`config.mk`:
```
export PLATFORM = sky130hd
export DESIGN_NAME = fifo_stream_reader_flat
export DESIGN_NICKNAME = d
export VERILOG_FILES = /design/src/rtl/fifo_stream_reader_if.sv /design/src/rtl/fifo_stream_reader.sv /design/src/flat_wrapper.sv
export SDC_FILE = /design/constraint.sdc
export NUM_CORES = 1
export LEC_CHECK = 0
export CORE_AREA = 2 2 96 98
export DETAILED_ROUTE_END_ITERATION = 10
export DIE_AREA = 0 0 98 100
export GPL_TIMING_DRIVEN = 1
export SYNTH_ARGS = -nofsm -noshare
export SYNTH_HDL_FRONTEND = slang
export SYNTH_SLANG_ARGS = --single-unit
```
`constraint.sdc`:
```
create_clock -name readClkIn -period 2.2 [get_ports readClkIn]
set_input_delay 0.22 -clock readClkIn [delete_from_list [all_inputs] [get_ports readClkIn]]
set_output_delay 0.22 -clock readClkIn [all_outputs]
set_load 0.02 [all_outputs]
```
`src/rtl/fifo_stream_reader_if.sv`:
```
// Read-side handshake bundle between the async FIFO read port, the
// fifo_stream_reader and its downstream valid/ready consumer.
interface fifo_stream_reader_if #(
    parameter int unsigned dataWidth  = 8,
    parameter int unsigned countWidth = 16
);
    logic                  enableIn;
    logic                  fifoEmptyIn;
    logic [dataWidth-1:0]  fifoDataIn;
    logic                  fifoReadEnableOut;
    logic [dataWidth-1:0]  streamDataOut;
    logic                  streamValidOut;
    logic                  streamReadyIn;
    logic                  streamLastOut;
    logic [countWidth-1:0] wordCountOut;

    modport slave (
        input  enableIn,
        input  fifoEmptyIn,
        input  fifoDataIn,
        input  streamReadyIn,
        output fifoReadEnableOut,
        output streamDataOut,
        output streamValidOut,
        output streamLastOut,
        output wordCountOut
    );

    modport master (
        output enableIn,
        output fifoEmptyIn,
        output fifoDataIn,
        output streamReadyIn,
        input  fifoReadEnableOut,
        input  streamDataOut,
        input  streamValidOut,
        input  streamLastOut,
        input  wordCountOut
    );
endinterface

```
`src/rtl/fifo_stream_reader.sv`:
```
// Pops the async FIFO read port, absorbs its one-cycle read latency in a
// 4-entry skid buffer and emits a framed valid/ready stream with beat count.
module fifo_stream_reader #(
    parameter int unsigned dataWidth  = 8,
    parameter int unsigned pktLen     = 4,
    parameter int unsigned countWidth = 16
) (
    input logic                 readClkIn,
    input logic                 readRstIn,
    fifo_stream_reader_if.slave bus
);
    localparam int unsigned BEAT_W = (pktLen > 1) ? $clog2(pktLen) : 1;
    localparam logic [BEAT_W-1:0] LAST_BEAT = BEAT_W'(pktLen - 1);

    logic [dataWidth-1:0]  mem_q [4];
    logic [dataWidth-1:0]  mem_d [4];
    logic [1:0]            wr_ptr_q, wr_ptr_d;
    logic [1:0]            rd_ptr_q, rd_ptr_d;
    logic [2:0]            occ_q, occ_d;
    logic                  inflight_q, inflight_d;
    logic [BEAT_W-1:0]     beat_q, beat_d;
    logic [countWidth-1:0] count_q, count_d;

    logic pop;
    logic valid;
    logic xfer;

    always_comb begin
        valid = (occ_q != 3'd0);
        xfer  = valid && bus.streamReadyIn;
        // Reserve a slot for the in-flight word so the buffer can never overflow.
        pop   = readRstIn && bus.enableIn && !bus.fifoEmptyIn &&
                (({1'b0, occ_q} + {3'b000, inflight_q}) < 4'd4);

        mem_d      = mem_q;
        wr_ptr_d   = wr_ptr_q;
        rd_ptr_d   = rd_ptr_q;
        inflight_d = pop;
        beat_d     = beat_q;
        count_d    = count_q;

        if (inflight_q) begin
            mem_d[wr_ptr_q] = bus.fifoDataIn;
            wr_ptr_d        = wr_ptr_q + 2'd1;
        end

        occ_d = occ_q + {2'b00, inflight_q} - {2'b00, xfer};

        if (xfer) begin
            rd_ptr_d = rd_ptr_q + 2'd1;
            count_d  = count_q + countWidth'(1);
            beat_d   = (beat_q == LAST_BEAT) ? '0 : beat_q + BEAT_W'(1);
        end
    end

    always_ff @(posedge readClkIn or negedge readRstIn) begin
        if (!readRstIn) begin
            for (int unsigned i = 0; i < 4; i++) begin
                mem_q[i] <= '0;
            end
            wr_ptr_q   <= '0;
            rd_ptr_q   <= '0;
            occ_q      <= '0;
            inflight_q <= 1'b0;
            beat_q     <= '0;
            count_q    <= '0;
        end else begin
            mem_q      <= mem_d;
            wr_ptr_q   <= wr_ptr_d;
            rd_ptr_q   <= rd_ptr_d;
            occ_q      <= occ_d;
            inflight_q <= inflight_d;
            beat_q     <= beat_d;
            count_q    <= count_d;
        end
    end

    assign bus.fifoReadEnableOut = pop;
    assign bus.streamValidOut    = valid;
    assign bus.streamDataOut     = mem_q[rd_ptr_q];
    assign bus.streamLastOut     = valid && (beat_q == LAST_BEAT);
    assign bus.wordCountOut      = count_q;
endmodule

```
`src/flat_wrapper.sv`:
```
// flat-port wrapper written by rule: the top's interface ports become plain ports
module fifo_stream_reader_flat 
#(
    parameter int unsigned dataWidth  = 8,
    parameter int unsigned pktLen     = 4,
    parameter int unsigned countWidth = 16
)
  (readClkIn, readRstIn, bus_enableIn, bus_fifoEmptyIn, bus_fifoDataIn, bus_streamReadyIn, bus_fifoReadEnableOut, bus_streamDataOut, bus_streamValidOut, bus_streamLastOut, bus_wordCountOut);
  fifo_stream_reader_if #(.dataWidth(dataWidth), .countWidth(countWidth)) bus_i ();
  input logic readClkIn;
  input logic readRstIn;
  input wire logic [$bits(bus_i.enableIn)-1:0] bus_enableIn;
  input wire logic [$bits(bus_i.fifoEmptyIn)-1:0] bus_fifoEmptyIn;
  input wire logic [$bits(bus_i.fifoDataIn)-1:0] bus_fifoDataIn;
  input wire logic [$bits(bus_i.streamReadyIn)-1:0] bus_streamReadyIn;
  output wire logic [$bits(bus_i.fifoReadEnableOut)-1:0] bus_fifoReadEnableOut;
  output wire logic [$bits(bus_i.streamDataOut)-1:0] bus_streamDataOut;
  output wire logic [$bits(bus_i.streamValidOut)-1:0] bus_streamValidOut;
  output wire logic [$bits(bus_i.streamLastOut)-1:0] bus_streamLastOut;
  output wire logic [$bits(bus_i.wordCountOut)-1:0] bus_wordCountOut;
  assign bus_i.enableIn = bus_enableIn;
  assign bus_i.fifoEmptyIn = bus_fifoEmptyIn;
  assign bus_i.fifoDataIn = bus_fifoDataIn;
  assign bus_i.streamReadyIn = bus_streamReadyIn;
  assign bus_fifoReadEnableOut = bus_i.fifoReadEnableOut;
  assign bus_streamDataOut = bus_i.streamDataOut;
  assign bus_streamValidOut = bus_i.streamValidOut;
  assign bus_streamLastOut = bus_i.streamLastOut;
  assign bus_wordCountOut = bus_i.wordCountOut;
  fifo_stream_reader #(.dataWidth(dataWidth), .pktLen(pktLen), .countWidth(countWidth)) u_core (.readClkIn(readClkIn), .readRstIn(readRstIn), .bus(bus_i));
endmodule
```
# After elaboration in Yosys (flattened, before gate mapping)
# Cells that the tools add are included.
[word_totals] elab_cells=39 out_inout_bits=27 register_bits=58 input_bits=13
[classes] addsub=7 mux=7 bitwise_logic=2 n_eq_ne=1 n_reduce_logical=8 order_cmp=4
[ops] cell="32-bit bitwise mux" count=1
[ops] cell="8-bit two-way mux" count=3
[ops] cell="16-bit by 1-bit adder with 16-bit output, second input constant" count=1
[ops] cell="8-bit binary-select mux with 2-bit select" count=1
[ops] cell="8-bit demux with 2-bit select" count=1
[ops] cell="2-bit by 1-bit adder with 2-bit output, second input constant" count=3
[ops] cell="3-bit >= comparator, second input constant" count=2
[ops] cell="1-bit logical AND" count=6
[ops] cell="2-bit inverter with 3-bit output" count=2
[ops] cell="3-bit by 1-bit adder with 4-bit output" count=1
[ops] cell="4-bit by 3-bit less-than comparator with 1-bit output, second input constant" count=1
[ops] cell="3-bit by 1-bit adder with 3-bit output" count=1
[ops] cell="3-bit by 1-bit less-than comparator with 1-bit output, second input constant" count=1
[ops] cell="3-bit nonzero test" count=1
[ops] cell="3-bit by 1-bit subtractor with 3-bit output" count=1
[ops] cell="2-bit equality test, second input constant" count=1
[ops] cell="2-bit two-way mux" count=1
[ops] cell="1-bit logical NOT" count=1

# Depth between registers and ports, before layout
[depth] ltp_word=6 depth_mapped=8 depth_no_buf=8

# Worst setup path before layout
# No wires, ideal clock.
[synth_timing] kind="register -> register" from="reg u_core.occ_q[0]" to="reg u_core.occ_q[2]" setup_ns=0.123 slack_ns=0.014 stages_incl_launch_ff=9 arrival_ns=2.064 cell_sequence="dfrtp_1 or3_4 nand2_1 inv_2 ha_1 inv_1 ha_1 fa_1 xnor2_1"
[synth_between] elab_chain_len=3
[synth_rtl] element="start: declaration" line="fifo_stream_reader.sv:19" source="logic [2:0] occ_q, occ_d;"
[synth_rtl] element="start signal: assignment" line="fifo_stream_reader.sv:63" source="occ_q <= '0;"
[synth_rtl] element="start signal: assignment" line="fifo_stream_reader.sv:71" source="occ_q <= occ_d;"
[synth_rtl] element="3-bit nonzero test" line="fifo_stream_reader.sv:29" source="valid = (occ_q != 3'd0);"
[synth_rtl] element="named net bus_streamValidOut" line="flat_wrapper.sv:18" source="output wire logic [$bits(bus_i.streamValidOut)-1:0] bus_streamValidOut;"
[synth_rtl] element="1-bit logical AND" line="fifo_stream_reader.sv:30" source="xfer = valid && bus.streamReadyIn;"
[synth_rtl] element="named net u_core.xfer" line="fifo_stream_reader.sv:26" source="logic xfer;"
[synth_rtl] element="3-bit by 1-bit subtractor with 3-bit output" line="fifo_stream_reader.sv:47" source="occ_d = occ_q + {2'b00, inflight_q} - {2'b00, xfer};"
[synth_rtl] element="named net u_core.occ_d[2]" line="fifo_stream_reader.sv:19"
# The timed path passes the listed nets, and every way through them passes these cells.
# A chain may end at the register's enable or synchronous reset.

# Worst setup path after layout
[layout_timing] from="reg u_core.occ_q[1]" to="reg u_core.occ_q[2]"
[layout_between] elab_chain_len=3
[layout_rtl] element="3-bit nonzero test" line="fifo_stream_reader.sv:29"
[layout_rtl] element="1-bit logical AND" line="fifo_stream_reader.sv:30"
[layout_rtl] element="named net u_core.xfer" line="fifo_stream_reader.sv:26"
[layout_rtl] element="3-bit by 1-bit subtractor with 3-bit output" line="fifo_stream_reader.sv:47"
[layout_rtl] element="named net u_core.occ_d[2]" line="fifo_stream_reader.sv:19"
# The timed path passes the listed nets, and every way through them passes these cells.

==> summary.md <==
The run finished with clean final reports. The later pin in the worst-skew pair is clocked with a latency of 330 ps. In the routed design, unresolved DRC markers number 0.

The first-pass GRT wire length is 8500 µm, and the average via count per standard cell is 4.47. Row generation in the floorplan step produced 35 rows. Setup violations remaining at the end of the flow were counted as 0. After layout, the worst setup slack is 89.1 ps. For this run, the leading register cell type out of synthesis is sky130_fd_sc_hd__dfrtp_1. Yosys printed 0 warnings. For this design the static power due to leakage is 0.00145 µW. The tools report the count of hold-fix buffers inserted at cts as 0.

The worst reg2reg path startpoint is u_core.occ_q[1]. The area growth from synthesis to layout is 29.5%. At the pin with the least slew margin, the transition time is 745 ps. The total of max-cap violations was 0. The tools report the number of hold violations in the final report as 0.

In the synthesized netlist, the number of instances is 182. Dividing the detail-routed wire length by the instance count gives 14.5 µm. Counting every net in the synthesized netlist gives 205.

The H-tree was split into 3 levels. The endpoint type of the worst setup path is a flip-flop. The clock period could shrink to 2110 ps. The tools report the peak supply drop as 0.400 mV.

Ranked by instance count, the synthesized netlist is headed by 58 x sky130_fd_sc_hd__dfrtp_1, 34 x sky130_fd_sc_hd__mux2_2, 17 x sky130_fd_sc_hd__xnor2_1, 15 x sky130_fd_sc_hd__nand2_1, 9 x sky130_fd_sc_hd__ha_1. The run gives 2590 µm² as the mapped cell area. By area the synthesized netlist is led by sky130_fd_sc_hd__dfrtp_1 56%, sky130_fd_sc_hd__mux2_2 15%, sky130_fd_sc_hd__mux4_2 6.9%.

The clock sink total was 58. Clock root buffer: sky130_fd_sc_hd__clkbuf_8. Antenna diode count: 0.

TritonCTS built the clock tree. The initial standard-cell utilization of the core came out at 29.2%. From bottom edge to top edge, the die measures 100 µm. Type of origin of the critical path: a flip-flop. The data arrival time of the critical path was 2330 ps; the total number of nets in the final design was 259. The logs give 14.9% for the met1 usage in global routing and 94.6 ps for the worst setup slack before clock tree synthesis. The share of synthesized area in the top cell type comes to 56.0%.

For the count of pins over their slew limit, the log shows 0. The tools report the source of the critical timing path as u_core.occ_q[1]. The number of distinct standard cells referenced by the synthesized netlist came out at 27. In this run the count of I/O pins placed on the die edge is 40. The largest fanout on the critical path is 5. Of all flip-flops after synthesis, the portion carrying an async set or reset was 100%. The wire-length estimate of the detail-placed layout is 3440 µm. For this run, the total global-route usage over all layers was measured as 11.5%.

For the overall power consumption, the log shows 4650 µW. In this run, the number of DRC markers left after iteration 0 of detailed routing was 58. Input and output buffers added on the ports amount to 39.

Overflow left after global routing: 0. Timing would allow up to 0.474 GHz. The worst setup path category is reg2reg. The setup TNS is 0 ps, and the clock-pin slew of the registers on the worst-case setup and hold paths is 60 ps.

sky130_fd_sc_hd__dfrtp_1 is the most common cell in the netlist. The final cycle utilization of the critical path is 95.9%, and the floorplan die area is 9800 µm². The TritonCTS buffer count came out at 9. Entering global routing, the biggest net connects 59 pins. The final layout contains routed wiring with a total length of 5090 µm.

The number of antenna violations at the first check in global routing is 0, and the width of the die is 98 µm. In this run the standard cell core region covers 8890 µm². The run gives 4 as the detailed-routing iteration count for the pre-antenna-repair pass. The number of enable flip-flop cells after synthesis was 0; the required time of the critical path was 2420 ps. The final RePlAce weighted congestion came out at 0.762.

Across the routed clock network, the largest skew measured is 6.38 ps. Cell taking the most area after synthesis: sky130_fd_sc_hd__dfrtp_1. Each instance of the synthesized netlist takes up on average 14.2 µm². Once detail routing completed, the nets flagged for antenna violations numbered 0. After synthesis the netlist holds a flip-flop and latch count of 58. In this run the tightest slew margin relative to its limit is 50.3%.

For this block, the via count after detailed routing is 1,569. For this run, the register share of the synthesized area comes to 56.0%. For this run, global-route usage on met2 was measured as 17.4%.

Counting along the longest clock path gives a buffer depth of 2. The min-delay analysis places its worst path in the category in2async. The number of global-route vias before repair came out at 1,725. Setup repair after global routing left no endpoint under its margin.

Dividing total power by cell area gives a power density of 1390 nW/µm². In this run the most used layer during global routing was met2. The fraction of final layout cells sized beyond drive strength 1 is 28.7%. In the global route stage, met3 resource usage came out at 3.34%.
## where the power goes
group          internal, µW  switching [µW]  leakage (µW)
clock network           608             403      0.000106
logic                  1020             765      0.000646
registers              1520             330      0.000700
## sequential cells by signal (all words and copies together) (netlist names)
| register | flops |
|---|---|
| u_core.occ_q | 3 |
| u_core.rd_ptr_q | 2 |
| u_core.mem_q | 32 |
| u_core.beat_q | 2 |
| u_core.wr_ptr_q | 2 |
| u_core.bus.wordCountOut | 16 |
| u_core.inflight_q | 1 |
## per-layer routing
metal  routed length [µm]  vias up
li1                     -      750
met1                 2380      784
met2                 2390       28
met3                  211        7
met4                  104        0
met5                    0        -
## final cells by class
type                       instances  area, µm²
tap                              111        139
inverter                           8       30.0
timing repair buffer              47        447
multi-input combinational        112       1090
clock inverter                     2       35.0
clock buffer                      13        169
sequential                        58       1450
fill                             854       5530
## metrics by stage
stage                     util, %  cells  area (µm²)  hold slack (ps)
final                        37.8    351        3360              143
after global routing         37.8    351        3360              199
after CTS                    37.7    350        3350              186
after detailed placement     35.5    335        3160              469
after global placement       35.5    335        3160              467
after floorplan                 -    182        2590            -75.6
## placed cells by master, fill, tap and decap left out, types with 3 or more instances in the layout
cell and n:
sky130_fd_sc_hd__and3_1 3, sky130_fd_sc_hd__buf_4 7, sky130_fd_sc_hd__clkbuf_8 12, sky130_fd_sc_hd__clkdlybuf4s50_1 29, sky130_fd_sc_hd__dfrtp_1 58, sky130_fd_sc_hd__dlygate4sd2_1 9
sky130_fd_sc_hd__ha_1 9, sky130_fd_sc_hd__inv_1 7, sky130_fd_sc_hd__mux2_2 34, sky130_fd_sc_hd__mux4_2 8, sky130_fd_sc_hd__nand2_1 15, sky130_fd_sc_hd__nand3_1 3
sky130_fd_sc_hd__nand4_1 4, sky130_fd_sc_hd__nor2_1 3, sky130_fd_sc_hd__nor3_1 4, sky130_fd_sc_hd__xnor2_1 17
## cells by family after synthesis
group                      after synthesis  share of synthesized area, %
and+or+nand+nor                         36                          7.19
buffers and inverters                   12                          2.07
xor gates and xnor gates                19                          6.42
DFF                                     58                          56.0
muxes                                   43                          22.1
adders and majority gates               10                          5.12
AOI/OAI and AO/OA                        4                          1.11
## worst max-delay path, stage by stage (launching register included)
cell and delay (ps):
sky130_fd_sc_hd__dfrtp_1 420, sky130_fd_sc_hd__or3_4 410, sky130_fd_sc_hd__nand2_1 120, sky130_fd_sc_hd__inv_2 40, sky130_fd_sc_hd__ha_1 260, sky130_fd_sc_hd__inv_1 40
sky130_fd_sc_hd__ha_1 180, sky130_fd_sc_hd__fa_1 390, sky130_fd_sc_hd__xnor2_1 140
## timing repair
action                                  in CTS  in global routing
setup buffers                                0                  1
endpoints found under the setup margin       9                  1
resized for setup                            9                  0
pin swaps                                    0                  0
## final timing paths
check | to | slack (ps) | cells past startpoint
worst max-delay path | u_core.occ_q[2] | 90 | 8
worst min-delay path | u_core.mem_q[25] | 140 | 2
worst max register to register | u_core.occ_q[2] | 90 | 8
worst min register to register | u_core.bus.wordCountOut[15] | 480 | 1
max in group asynchronous | u_core.occ_q[1] | 1560 | 2
min in group readClkIn | u_core.inflight_q | 190 | 3
Power figures use the tool's default switching activity.
